File: config.mk
export PLATFORM = sky130hd
export DESIGN_NAME = mem_port_arbiter
export DESIGN_NICKNAME = d
export VERILOG_FILES = /design/src/rtl/mem_port_arbiter.sv
export SDC_FILE = /design/constraint.sdc
export NUM_CORES = 1
export LEC_CHECK = 0
export CAP_MARGIN = 10
export CELL_PAD_IN_SITES_DETAIL_PLACEMENT = 1
export CELL_PAD_IN_SITES_GLOBAL_PLACEMENT = 2
export CORE_ASPECT_RATIO = 1.75
export CORE_UTILIZATION = 25
export DETAILED_ROUTE_END_ITERATION = 8
export PLACE_DENSITY_LB_ADDON = 0.1
export REMOVE_ABC_BUFFERS = 1
export SLEW_MARGIN = 10
export SYNTH_ARGS = -nofsm -noshare
export SYNTH_HDL_FRONTEND = slang
export SYNTH_SLANG_ARGS = --single-unit
File: constraint.sdc
create_clock -name clk_i -period 2.05 [get_ports clk_i]
set_input_delay 0.41 -clock clk_i [delete_from_list [all_inputs] [get_ports clk_i]]
set_output_delay 0.41 -clock clk_i [all_outputs]
set_load 0.01 [all_outputs]
File: src/rtl/mem_port_arbiter.sv
// mem_port_arbiter: shares one single-port backing memory between the
// instruction-fetch (I) and data-access (D) sides of the pipeline.
// Sequences each access IDLE -> BUSY -> RESP, with a timeout watchdog
// and per-side stall outputs.
// Optional feature macro: MEM_ARB_ROUND_ROBIN_EN selects round-robin
// arbitration; when undefined, D has fixed priority and MAX_WAIT bounds
// how long a pending I request can be starved.
module mem_port_arbiter #(
   parameter int unsigned AW       = 32,
   parameter int unsigned DW       = 32,
   parameter int unsigned TIMEOUT  = 64,
   parameter int unsigned MAX_WAIT = 4
) (
   input  logic          clk_i,
   input  logic          rst_i,
   // instruction-fetch side
   input  logic          i_req_i,
   input  logic [AW-1:0] i_addr_i,
   output logic          i_ack_o,
   output logic [DW-1:0] i_rdata_o,
   output logic          i_stall_o,
   // data-access side
   input  logic          d_req_i,
   input  logic          d_we_i,
   input  logic [AW-1:0] d_addr_i,
   input  logic [DW-1:0] d_wdata_i,
   output logic          d_ack_o,
   output logic [DW-1:0] d_rdata_o,
   output logic          d_stall_o,
   // backing memory
   output logic          mem_req_o,
   output logic          mem_we_o,
   output logic [AW-1:0] mem_addr_o,
   output logic [DW-1:0] mem_wdata_o,
   input  logic          mem_ack_i,
   input  logic [DW-1:0] mem_rdata_i,
   // timeout indication
   output logic          err_o
);

   localparam int unsigned TmoW = 8;

   typedef enum logic [1:0] {
      IDLE = 2'd0,
      BUSY = 2'd1,
      RESP = 2'd2
   } state_e;

   state_e          state_q, state_d;
   logic            gnt_dside_q, gnt_dside_d;   // 1: D side owns the transfer
   logic            mem_req_q, mem_req_d;
   logic            we_q, we_d;
   logic [AW-1:0]   addr_q, addr_d;
   logic [DW-1:0]   wdata_q, wdata_d;
   logic [TmoW-1:0] tmo_cnt_q, tmo_cnt_d;
   logic            i_ack_q, i_ack_d;
   logic            d_ack_q, d_ack_d;
   logic            err_q, err_d;
   logic [DW-1:0]   i_rdata_q, i_rdata_d;
   logic [DW-1:0]   d_rdata_q, d_rdata_d;

   logic            i_win_c;
   logic            d_win_c;
   logic            tmo_hit_c;
   logic [DW-1:0]   resp_data_c;

`ifdef MEM_ARB_ROUND_ROBIN_EN
   // Round-robin: on contention the side not granted last wins.
   always_comb begin
      i_win_c = 1'b0;
      d_win_c = 1'b0;
      if (i_req_i && d_req_i) begin
         d_win_c = ~gnt_dside_q;
         i_win_c = gnt_dside_q;
      end else begin
         i_win_c = i_req_i;
         d_win_c = d_req_i;
      end
   end
`else
   localparam int unsigned WaitW = 4;

   logic [WaitW-1:0] wait_cnt_q, wait_cnt_d;
   logic             wait_full_c;

   assign wait_full_c = (wait_cnt_q == WaitW'(MAX_WAIT));

   // Fixed D priority, overridden once I has lost MAX_WAIT times.
   always_comb begin
      i_win_c = i_req_i & (~d_req_i | wait_full_c);
      d_win_c = d_req_i & ~i_win_c;
   end

   // Starvation counter: counts IDLE losses of a pending I request.
   always_comb begin
      wait_cnt_d = wait_cnt_q;
      if (!i_req_i) begin
         wait_cnt_d = '0;
      end else if (state_q == IDLE) begin
         if (i_win_c) begin
            wait_cnt_d = '0;
         end else if (!wait_full_c) begin
            wait_cnt_d = wait_cnt_q + WaitW'(1);
         end
      end
   end

   // Starvation counter register.
   always_ff @(posedge clk_i or negedge rst_i) begin
      if (!rst_i) begin
         wait_cnt_q <= '0;
      end else begin
         wait_cnt_q <= wait_cnt_d;
      end
   end
`endif

   assign tmo_hit_c   = (tmo_cnt_q == TmoW'(TIMEOUT - 1));
   // A real ack always beats a coinciding timeout.
   assign resp_data_c = mem_ack_i ? mem_rdata_i : '0;

   // Next-state and registered-output logic.
   always_comb begin
      state_d     = state_q;
      gnt_dside_d = gnt_dside_q;
      mem_req_d   = mem_req_q;
      we_d        = we_q;
      addr_d      = addr_q;
      wdata_d     = wdata_q;
      tmo_cnt_d   = tmo_cnt_q;
      i_ack_d     = 1'b0;
      d_ack_d     = 1'b0;
      err_d       = 1'b0;
      i_rdata_d   = i_rdata_q;
      d_rdata_d   = d_rdata_q;

      case (state_q)
         IDLE: begin
            if (i_win_c || d_win_c) begin
               gnt_dside_d = d_win_c;
               addr_d      = d_win_c ? d_addr_i : i_addr_i;
               we_d        = d_win_c & d_we_i;
               wdata_d     = d_win_c ? d_wdata_i : '0;
               mem_req_d   = 1'b1;
               tmo_cnt_d   = '0;
               state_d     = BUSY;
            end
         end
         BUSY: begin
            tmo_cnt_d = tmo_cnt_q + TmoW'(1);
            if (mem_ack_i || tmo_hit_c) begin
               mem_req_d = 1'b0;
               err_d     = ~mem_ack_i;
               state_d   = RESP;
               if (gnt_dside_q) begin
                  d_ack_d   = 1'b1;
                  d_rdata_d = resp_data_c;
               end else begin
                  i_ack_d   = 1'b1;
                  i_rdata_d = resp_data_c;
               end
            end
         end
         RESP: begin
            tmo_cnt_d = '0;
            state_d   = IDLE;
         end
         default: begin
            mem_req_d = 1'b0;
            tmo_cnt_d = '0;
            state_d   = IDLE;
         end
      endcase
   end

   // State register.
   always_ff @(posedge clk_i or negedge rst_i) begin
      if (!rst_i) begin
         state_q <= IDLE;
      end else begin
         state_q <= state_d;
      end
   end

   // Latched request, counters and response registers.
   always_ff @(posedge clk_i or negedge rst_i) begin
      if (!rst_i) begin
         gnt_dside_q <= 1'b0;
         mem_req_q   <= 1'b0;
         we_q        <= 1'b0;
         addr_q      <= '0;
         wdata_q     <= '0;
         tmo_cnt_q   <= '0;
         i_ack_q     <= 1'b0;
         d_ack_q     <= 1'b0;
         err_q       <= 1'b0;
         i_rdata_q   <= '0;
         d_rdata_q   <= '0;
      end else begin
         gnt_dside_q <= gnt_dside_d;
         mem_req_q   <= mem_req_d;
         we_q        <= we_d;
         addr_q      <= addr_d;
         wdata_q     <= wdata_d;
         tmo_cnt_q   <= tmo_cnt_d;
         i_ack_q     <= i_ack_d;
         d_ack_q     <= d_ack_d;
         err_q       <= err_d;
         i_rdata_q   <= i_rdata_d;
         d_rdata_q   <= d_rdata_d;
      end
   end

   assign mem_req_o   = mem_req_q;
   assign mem_we_o    = we_q;
   assign mem_addr_o  = addr_q;
   assign mem_wdata_o = wdata_q;
   assign i_ack_o     = i_ack_q;
   assign d_ack_o     = d_ack_q;
   assign err_o       = err_q;
   assign i_rdata_o   = i_rdata_q;
   assign d_rdata_o   = d_rdata_q;

   // Stalls follow the live request so the pipeline freezes on the same cycle.
   assign i_stall_o   = i_req_i & ~i_ack_q;
   assign d_stall_o   = d_req_i & ~d_ack_q;

endmodule

* Word level (Yosys, flattened, before mapping)
Index checks and enable logic that the tools add are counted.
** Operators by class
- Add/sub/neg operators :: 2
- Equal/unequal tests :: 8
- Muxes and demuxes :: 23
- Bitwise logic cells :: 13
- Reduce and logical (&&, ||, !) cells :: 9
** Operator list (count)
- $mux 32 :: 3
- $mux 4 :: 4
- $pmux 8 s2 :: 1
- $mux 1 :: 10
- $reduce_and 3->1 :: 3
- $add 8x1->8 const B :: 1
- $eq 8x6->1 const B :: 1
- $mux 8 :: 1
- $not 1->1 :: 7
- $reduce_and 2->1 :: 3
- $and 1x1->1 :: 5
- $add 4x1->4 const B :: 1
- $eq 4x3->1 const B :: 1
- $mux 2 :: 2
- $ne 2x1->1 const B :: 2
- $pmux 2 s2 :: 1
- $ne 3x3->1 const B :: 1
- $pmux 1 s3 :: 1
- $eq 2x1->1 const B :: 1
- $eq 2x2->1 const B :: 1
- $logic_not 2->1 :: 1
- $logic_or 1x1->1 :: 2
- $ne 2x2->1 const B :: 1
- $or 1x1->1 :: 1
** Word-level totals
- Register bits after elaboration :: 148
- Input port bits :: 134
- Output and inout port bits :: 135
- Word-level logic and storage cells :: 68

* Depth between registers and ports, before layout
Gate-level depths: netlist of run 1.
- Depth in word-level cells :: 8
- Mapped depth :: 7
- Depth with buffers taken out :: 5

* Worst setup path before layout of run 1
No wires, ideal clock.
- Path type :: reg2reg
- Start :: register tmo_cnt_q[0]
- End :: register i_rdata_q[1], in the netlist i_rdata_o[1]
- Setup time :: 0.135 ns
- Data arrival time :: 1.450 ns
- Data required time :: 1.915 ns
- Slack :: 0.465 ns
- Stages on the path, launching flop included :: 7
- Path buffers :: 2
- Period minus slack after synthesis :: 1.585 ns
- Cells stage by stage :: dfrtp_1 -> ha_1 -> nand3_1 -> o21bai_1 -> buf_2 -> clkbuf_1 -> o21ai_0
** Between the ends
- Word-level cells in the longest chain between the ends :: 3
** Ends and longest elaborated chain
- start: declaration :: line 55 : logic [TmoW-1:0] tmo_cnt_q, tmo_cnt_d;
- start signal: assignment :: line 205 : tmo_cnt_q <= tmo_cnt_d;
- $eq 8x6->1 :: line 118 : assign tmo_hit_c = (tmo_cnt_q == TmoW'(TIMEOUT - 1));
- $logic_or 1x1->1 :: line 151 : if (mem_ack_i || tmo_hit_c) begin
- $reduce_and 3->1 (no line)
- end signal: assignment :: line 209 : i_rdata_q <= i_rdata_d;
- end: declaration :: line 59 : logic [DW-1:0] i_rdata_q, i_rdata_d;
No other way between the ends.
A chain may end at the register's enable or synchronous reset.

* Worst setup path in the final report of run 1
- Start :: input i_req_i
- End :: output i_stall_o
** Between the ends
- Word-level cells in the longest chain between the ends :: 1
** Ends and longest elaborated chain
- start: declaration :: line 17 : input logic i_req_i,
- $and 1x1->1 :: line 225 : assign i_stall_o = i_req_i & ~i_ack_q;
- end: declaration :: line 21 : output logic i_stall_o,
No other way between the ends.

==> results of run 1 <==
## Yosys cell counts (2+ instances only)
master	n
and4b_1	2
o21a_1	2
a22oi_1	65
nor2_1	6
inv_1	74
o2bb2ai_1	33
clkbuf_1	36
o21ai_1	31
dfrtp_1	148
nand4_1	2
o21ai_0	73
nor4_1	2
o22ai_1	3
nand2_1	12
ha_1	3
nor2b_1	2
nand3b_1	2
buf_2	23
buf_6	3
nand2b_1	4
a31oi_1	33
a21oi_1	34
nand3_1	72
## critical path, stage by stage
cell	delay, ns
clkdlybuf4s50_1	0.47
nor2b_1	0.13
clkdlybuf4s50_1	0.54
## power groups by stage
stage	Combinational, mW	Clock, mW	Sequential, mW
floorplan	2.31	0	5.33
global placement	6.62	0	4.92
detailed placement	6.81	0	4.97
CTS	6.82	3.17	4.96
global route	7.28	3.26	5.12
finish	6.69	3.06	4.95
## metal layers
metal,wire (um),global-route usage,vias up
met4,591,0.0699,0
met3,1330,0.0526,31
met1,10300,0.210,3248
met2,14100,0.369,198
li1,-,-,2997
met5,0,0,-
## metrics by stage
| step | TNS (ns) | util | cell area, sq um | setup slack, ns |
|---|---|---|---|---|
| global route | 0 | 0.397 | 10500 | 0.0210 |
| detailed placement | -4.47 | 0.375 | 9950 | -0.149 |
| floorplan | -221.87 | - | 6410 | -2.36 |
| CTS | 0 | 0.397 | 10500 | 0.0674 |
| global placement | -2.14 | 0.375 | 9950 | -0.159 |
| finish | 0 | 0.397 | 10500 | 0.0827 |
## repair_timing
action / in CTS / in global routing
resized for setup: 1 / 0
hold buffers: 1 / 0
endpoints found under the hold margin: 34 / 0
setup endpoints to repair: 1 / 0
## logic make-up after synthesis
| family | after synthesis | synth area share |
|---|---|---|
| xor gates and xnor gates | 2 | 0.00261 |
| and+or+nand+nor | 113 | 0.0892 |
| buffers and inverters | 138 | 0.0855 |
| AOI/OAI and AO/OA | 282 | 0.265 |
| DFF | 148 | 0.552 |
| adders and majority gates | 3 | 0.00560 |
## final timing paths
path	start	end	slack, ns
worst max-delay path	i_req_i	i_stall_o	0.08
worst min-delay path	rst_i	d_rdata_o[7]	0.46
worst max register to register	state_q[1]	tmo_cnt_q[7]	0.30
worst min register to register	mem_wdata_o[6]	mem_wdata_o[6]	0.49
max in group asynchronous	rst_i	i_rdata_o[18]	0.98
min in group clk_i	mem_wdata_o[6]	mem_wdata_o[6]	0.49
## state kept, by name (all words and copies together) (netlist names)
signal / cells
wait_cnt_q: 4
state_q: 2
err_o: 1
d_ack_o: 1
mem_addr_o: 32
i_ack_o: 1
d_rdata_o: 32
i_rdata_o: 32
tmo_cnt_q: 8
mem_wdata_o: 32
gnt_dside_q: 1
mem_req_o: 1
mem_we_o: 1
## final cells by class
cell class              instances  area [sq um]
fillers                      3002         16000
flip-flops and latches        148          3700
repair buffers                304          3110
multi-input cells             400          2460
clock buffers                  30           564
well taps                     324           405
inverters                      74           278
clock inverters                 2          10.0
==> impl_metrics.yaml, run 1 <==
placed_design:
  gp_congestion: 0.803
  dp_hpwl_um: 19100
  place_inst: 1249
  numPortBuffers: 268
logic_synthesis:
  synth_edf_count: 0
  yosysWarnings: 0
  postSynthCellCount: 686
  synth_cell_types: 44
  synth.top_cell.area_share: 0.552
  ys_seq_elements: 148
  syn_avg_cell_area_sq_um: 9.77
  async_reset_ff_frac: 1.00
  synth-seq-area-share: 0.552
  ys_top_cells_by_area: "dfrtp_1 (55%), a22oi_1 (7.3%), o21ai_0 (5.4%)"
  yosys.area.top_type: "dfrtp_1"
  synth_area_sq_um: 6710
  synthFlopType: "dfrtp_1"
sta:
  fin_crit_sh: 0.960
  slew_violations: 0
  finalSetupViolCount: 0
  slew_headroom: 0.681
  finalHoldViolCount: 0
  worst_pin_slew_ns: 0.478
  fmax_ghz: 0.508
  hold_slack_ns: 0.465
  rsz0062_at_grt: "no"
  layout_min_cycle_time_ns: 1.97
  finalClockSkew_ns: 0.00732
drt:
  wl_per_cell_um: 20.6
  drtIter0Drc: 267
  antenna_left: 0
  drt_wl_total_um: 26400
  drc_errors: 0
  drt-pass1-iter-count: 6
  viasPerCell: 5.05
  via_count: 6474
clock_network:
  tritoncts: "done"
  cts_setup_buffers: 0
  htreeDepth: 4
  insertion_delay_ns: 0.43
  cts_buffers: 17
  root_buffer: "clkbuf_16"
  clk_pin_slew_ns: 0.06
  clockBufferDepth: 2
  cts_sinks: 148
power_and_ir_drop:
  p_per_area_nw_per_um2: 1400
  vdd_drop_max_mv: 0.809
  comb_power_share: 0.455
  leakagePower_nw: 4.52
  internal_power_mw: 9.45
  finalPower_mw: 14.7
  power_frac_clock: 0.208
  switching_share: 0.357
  p_switching_mw: 5.25
  seq_power_share: 0.337
global_route:
  grt_pass1_vias: 7264
  grt.overflow.total: 0
  grt_pass1_wl_um: 41400
  groute.usage.overall: 0.197
  antenna_found_initial: 0
  grt_max_degree: 45
die:
  io_pins: 269
  initial_utilization: 0.253
  core_region_area_sq_um: 26500
  rows: 79
  fp.dieH_um: 219
  die_w_um: 126
  die_area_sq_um: 27500
layout:
  nNetsFinal: 1082
  area_growth_pct: 57.0
  antenna_cells: 0
  drive_gt1_frac: 0.0720
  final_common_cell: "clkdlybuf4s50_1"
  fin_cells: 1282
  layout_common_cells: "clkdlybuf4s50_1 (266), dfrtp_1 (148), inv_1 (74), o21ai_0 (73), nand3_1 (72)"
setup_path:
  arrival_ns: 1.56
  crit_fanout: 2
  required_ns: 1.64
  cp-start-kind: "input port"
  cp-end-kind: "primary output"
  path_class: "input port to primary output"
  r2r.worst_path.cells: 4
worst_hold_path:
  hold_class: "input port to asynchronous set/reset pin"
run:
  cap_viol_max_count: 0
outcome:
  status: "finished, final reports clean"
Power figures use the tool's default switching activity.
==> run 2, diff against run 1 <==
Settings changed: CAP_MARGIN 10 to unset.
==> results of run 2 <==
No change in the layout: final DEF, timing and power equal those of run 1.
